### config.mk
export PLATFORM = sky130hd
export DESIGN_NAME = mem_arbiter
export DESIGN_NICKNAME = d
export VERILOG_FILES = /design/src/rtl/mem_arbiter.sv
export SDC_FILE = /design/constraint.sdc
export NUM_CORES = 1
export LEC_CHECK = 0
export CORE_ASPECT_RATIO = 1.4
export CORE_MARGIN = 3
export CORE_UTILIZATION = 40
export CTS_CLUSTER_SIZE = 24
export DETAILED_ROUTE_END_ITERATION = 6
export PLACE_DENSITY_LB_ADDON = 0.25
export SETUP_SLACK_MARGIN = 0.05
export SLEW_MARGIN = 20
export SYNTH_ARGS = -nofsm -noshare
export SYNTH_HDL_FRONTEND = slang
export SYNTH_SLANG_ARGS = --single-unit
### constraint.sdc
create_clock -name Clk -period 2.6 [get_ports Clk]
set_input_delay 0.78 -clock Clk [delete_from_list [all_inputs] [get_ports Clk]]
set_output_delay 0.78 -clock Clk [all_outputs]
set_load 0.05 [all_outputs]
### src/rtl/mem_arbiter.sv
// Two-port round-robin arbiter in front of a single-ported SRAM with a fixed
// access time of WAIT_CYCLES clocks per transfer.
module mem_arbiter #(
    parameter int unsigned WAIT_CYCLES = 2
) (
    input  logic        Clk,
    input  logic        Reset,
    input  logic        req0,
    input  logic        req1,
    input  logic        we0,
    input  logic        we1,
    input  logic [15:0] addr0,
    input  logic [15:0] addr1,
    input  logic [15:0] wdata0,
    input  logic [15:0] wdata1,
    output logic        ack0,
    output logic        ack1,
    output logic [15:0] rdata,
    output logic [15:0] Mem_addr,
    output logic [15:0] Mem_wdata,
    input  logic [15:0] Mem_rdata,
    output logic        Mem_OE,
    output logic        Mem_WE,
    output logic        Mem_drive,
    output logic        busy,
    output logic        grant
);

    typedef enum logic [1:0] {
        IDLE   = 2'd0,
        ACCESS = 2'd1,
        DONE   = 2'd2
    } state_t;

    localparam logic [3:0] CNT_LOAD = 4'(WAIT_CYCLES - 1);

    state_t      state_q, state_d;
    logic [3:0]  cnt_q, cnt_d;
    logic        wr_q, wr_d;
    logic        grant_q, grant_d;
    logic [15:0] mem_addr_q, mem_addr_d;
    logic [15:0] mem_wdata_q, mem_wdata_d;
    logic [15:0] rdata_q, rdata_d;
    logic        mem_oe_q, mem_oe_d;
    logic        mem_we_q, mem_we_d;
    logic        mem_drive_q, mem_drive_d;
    logic        busy_q, busy_d;
    logic        ack0_q, ack0_d;
    logic        ack1_q, ack1_d;
    logic        sel_s;
    logic        sel_we_s;

    // Next-state and next-output computation for the arbiter FSM
    always_comb begin
        state_d     = state_q;
        cnt_d       = cnt_q;
        wr_d        = wr_q;
        grant_d     = grant_q;
        mem_addr_d  = mem_addr_q;
        mem_wdata_d = mem_wdata_q;
        rdata_d     = rdata_q;
        mem_oe_d    = mem_oe_q;
        mem_we_d    = mem_we_q;
        mem_drive_d = mem_drive_q;
        busy_d      = busy_q;
        ack0_d      = 1'b0;
        ack1_d      = 1'b0;
        sel_s       = 1'b0;
        sel_we_s    = 1'b0;

        case (state_q)
            IDLE: begin
                mem_oe_d    = 1'b0;
                mem_we_d    = 1'b0;
                mem_drive_d = 1'b0;
                busy_d      = 1'b0;
                if (req0 || req1) begin
                    // On a tie the port not served last wins
                    if (req0 && req1) begin
                        sel_s = ~grant_q;
                    end else begin
                        sel_s = req1;
                    end
                    sel_we_s    = sel_s ? we1 : we0;
                    grant_d     = sel_s;
                    wr_d        = sel_we_s;
                    mem_addr_d  = sel_s ? addr1 : addr0;
                    mem_wdata_d = sel_s ? wdata1 : wdata0;
                    cnt_d       = CNT_LOAD;
                    busy_d      = 1'b1;
                    mem_oe_d    = ~sel_we_s;
                    mem_we_d    = sel_we_s;
                    mem_drive_d = sel_we_s;
                    state_d     = ACCESS;
                end else begin
                    state_d = IDLE;
                end
            end
            ACCESS: begin
                if (cnt_q == 4'd0) begin
                    mem_oe_d    = 1'b0;
                    mem_we_d    = 1'b0;
                    mem_drive_d = 1'b0;
                    ack0_d      = ~grant_q;
                    ack1_d      = grant_q;
                    state_d     = DONE;
                    if (!wr_q) begin
                        rdata_d = Mem_rdata;
                    end else begin
                        rdata_d = rdata_q;
                    end
                end else begin
                    cnt_d = cnt_q - 4'd1;
                end
            end
            DONE: begin
                busy_d  = 1'b0;
                state_d = IDLE;
            end
            default: begin
                mem_oe_d    = 1'b0;
                mem_we_d    = 1'b0;
                mem_drive_d = 1'b0;
                busy_d      = 1'b0;
                state_d     = IDLE;
            end
        endcase
    end

    // State and registered-output update with synchronous reset
    always_ff @(posedge Clk) begin
        if (Reset) begin
            state_q     <= IDLE;
            cnt_q       <= 4'd0;
            wr_q        <= 1'b0;
            grant_q     <= 1'b1;
            mem_addr_q  <= 16'h0000;
            mem_wdata_q <= 16'h0000;
            rdata_q     <= 16'h0000;
            mem_oe_q    <= 1'b0;
            mem_we_q    <= 1'b0;
            mem_drive_q <= 1'b0;
            busy_q      <= 1'b0;
            ack0_q      <= 1'b0;
            ack1_q      <= 1'b0;
        end else begin
            state_q     <= state_d;
            cnt_q       <= cnt_d;
            wr_q        <= wr_d;
            grant_q     <= grant_d;
            mem_addr_q  <= mem_addr_d;
            mem_wdata_q <= mem_wdata_d;
            rdata_q     <= rdata_d;
            mem_oe_q    <= mem_oe_d;
            mem_we_q    <= mem_we_d;
            mem_drive_q <= mem_drive_d;
            busy_q      <= busy_d;
            ack0_q      <= ack0_d;
            ack1_q      <= ack1_d;
        end
    end

    assign ack0      = ack0_q;
    assign ack1      = ack1_q;
    assign rdata     = rdata_q;
    assign Mem_addr  = mem_addr_q;
    assign Mem_wdata = mem_wdata_q;
    assign Mem_OE    = mem_oe_q;
    assign Mem_WE    = mem_we_q;
    assign Mem_drive = mem_drive_q;
    assign busy      = busy_q;
    assign grant     = grant_q;

endmodule

==> results.py <==
metrics = {
    "outcome": {
        "status": "finished clean",
    },
    "cts": {
        "root_buffer": "clkbuf_8",
        "post_cts_resized": 0,
        "cts_tree": "done",
        "clock_sinks": 61,
        "clock_latency_ps": 330,
        "clk_pin_slew_ps": 70,
        "htreeDepth": 3,
        "ctsHoldBuffers": 0,
        "clockBufferDepth": 2,
        "numCtsBuffers": 9,
        "post_cts.repair.setup_buffers": 0,
    },
    "power_and_ir_drop": {
        "leakage_uw": 0.001538,
        "peakVddDrop_mv": 0.3777,
        "power_density_mw_per_mm2": 703.3,
        "p_total_uw": 2907,
    },
    "final_layout": {
        "area_growth_pct": 71.46,
        "post-route-util": 0.7271,
        "layout_commonest_cell": "clkdlybuf4s50_1",
        "drive_gt1_frac": 0.07532,
        "diodes": 0,
        "layout_common_cells": "clkdlybuf4s50_1 (140), dfxtp_1 (61), nand2_1 (34)",
        "nets": 467,
        "final_cell_area_mm2": 0.004134,
    },
    "sta": {
        "rsz0062_at_grt": "no",
        "min_period_ps": 2372,
        "relSlewSlack": 0.5557,
        "fmax_mhz": 421.6,
        "setup_viol": 0,
        "finalWorstSetupSlack_ps": 227.9,
        "finalHoldViolCount": 0,
        "tightest_slew_ps": 665.8,
        "fin_setup_tns_ps": 0,
        "fin_crit_sh": 0.9123,
        "fin_skew_ps": 9.162,
        "slew_violations": 0,
    },
    "setup_path": {
        "crit_type": "reg2out",
        "r2r-start": "cnt_q[0]$_SDFFE_PP0P_",
        "slowest_delay_ps": 840,
        "rr_endpoint": "rdata[7]$_SDFFE_PP0P_",
        "crit_path_top_delay_cell": "clkdlybuf4s50_1",
        "critical_path.cell_chain": "clkdlybuf4s50_1",
        "cp-start-kind": "flip-flop",
        "crit_path_end_kind": "output pin",
        "path_max_fanout": 5,
        "path_depth": 1,
        "reg2reg_depth": 6,
        "r2r_slack_ps": 640,
        "crit_family": "buffers and inverters",
        "cp.required_ps": 1820,
        "timing.critical_path.arrival_ps": 1590,
        "critPathBufInv": 1,
    },
    "logic_synthesis": {
        "synth_area_leader_cell": "dfxtp_1",
        "synth_seq_cells": 61,
        "synth_area_leaders": "dfxtp_1 (51%), mux2i_1 (14%), o2bb2ai_1 (12%)",
        "postSynth.asyncResetShare": 0,
        "synth-edff-count": 0,
        "synthFlopType": "dfxtp_1",
        "synth.net_count": 325,
        "avgSynthCellArea_um2": 10.13,
        "netlist_instances": 238,
        "netlist_area_mm2": 0.002411,
        "ys_warn_count": 0,
        "yosysTopAreaCellShare": 0.5065,
        "synth.distinct_cells": 32,
        "ys_seq_area_frac": 0.5065,
    },
    "worst_hold_path": {
        "worstHoldStart": "rdata[13]$_SDFFE_PP0P_",
        "hold-path-endpoint": "rdata[13]$_SDFFE_PP0P_",
        "whs_path_depth": 2,
        "hp-class": "reg2reg",
    },
    "detailed_routing": {
        "via_count": 2253,
        "drt.antenna.violating_nets": 0,
        "avgViaCountPerCell": 4.974,
        "totalWireLength_um": 6546,
        "drc": 0,
        "drtIter0Drc": 107,
        "avgRoutedWirePerCell_um": 14.45,
        "dr.pass1.iters": 6,
    },
    "placement": {
        "place_congestion": 0.7816,
        "place_area_mm2": 0.003928,
        "port_buffers": 140,
        "dp_worst_setup_slack_ps": 150.2,
        "dp_hpwl_um": 5009,
    },
    "die": {
        "fp.dieH_um": 97.86,
        "initial_utilization": 0.4241,
        "core-area_mm2": 0.005685,
        "io_pins": 141,
        "die_width_um": 71.62,
        "rows": 32,
        "die_area_mm2": 0.007008,
    },
    "global_route": {
        "antenna_found_initial": 0,
        "gr-usage-all-layers": 0.1963,
        "grt_max_degree": 34,
        "first_global_vias": 2300,
        "overflow": 0,
        "grt_pass1_wl_um": 10750,
    },
    "run": {
        "drv_cap": 0,
    },
}
==> final cells by class <==
| cell class | instances | area [µm²] |
|---|---|---|
| Timing Repair Buffer | 150 | 1514 |
| Clock buffer | 11 | 131.4 |
| Tap cell | 68 | 85.08 |
| Inverter | 2 | 7.507 |
| Multi-Input combinational cell | 156 | 1100 |
| Clock inverter | 5 | 75.07 |
| Sequential cell | 61 | 1221 |
| Fill cell | 463 | 1551 |
==> synth_stat cells (all sizes together) (4+ instances only) <==
cell,number
nand2,34
buf,9
nor2,7
nor3,5
nor2b,4
o2bb2ai,32
mux2i,33
clkbuf,10
a21oi,19
dfxtp,61
==> layer usage <==
layer  GRT usage  vias to the layer above  wire length (µm)
met3     0.08033                        9               615
met4     0.06946                        0               113
met2      0.3208                      107              3134
met1      0.2288                     1011              2682
met5           0                        -                 0
li1            -                     1126                 -
==> power breakdown <==
group	switching [µW]	total, µW	internal, µW
combinational	538	928	391
clock	347	882	535
sequential	62.1	1100	1030
==> worst max path at each step <==
stage | start | to | slack, ps
final | grant$_SDFFE_PP1P_ | grant | 230
after global routing | grant$_SDFFE_PP1P_ | grant | 130
after CTS | grant$_SDFFE_PP1P_ | grant | 190
after detailed placement | req0 | Mem_wdata[5]$_SDFFE_PP0P_ | 150
after global placement | req1 | Mem_wdata[3]$_SDFFE_PP0P_ | 210
after floorplan | cnt_q[0]$_SDFFE_PP0P_ | rdata[0]$_SDFFE_PP0P_ | 800
==> registers in the layout (all words and copies together) (netlist names) <==
signal and cells:
grant 1, ack0 1, busy 1, state_q 2, Mem_OE 1, cnt_q 4, Mem_wdata 16, ack1 1
Mem_drive 1, wr_q 1, rdata 16, Mem_addr 16
==> through the flow <==
step | hold WS (ps) | instances
2_1_floorplan | 460.9 | 238
3_3_place_gp | 442.0 | 437
3_5_place_dp | 446.7 | 437
4_1_cts | 456.5 | 453
5_1_grt | 476.1 | 453
6_report | 453.2 | 453
==> cell families (layout without fill, tap and decap cells) <==
logic type	Yosys count	count (layout)	share of synthesized area
flops	61	61	0.5065
compound gates	58	58	0.1764
fa+ha+maj	1	1	0.005189
simple gates	62	62	0.1246
buf+inv	21	168	0.04307
mux	33	33	0.1370
xor+xnor	2	2	0.007267
Note: power is estimated with default switching activity, not from simulation.
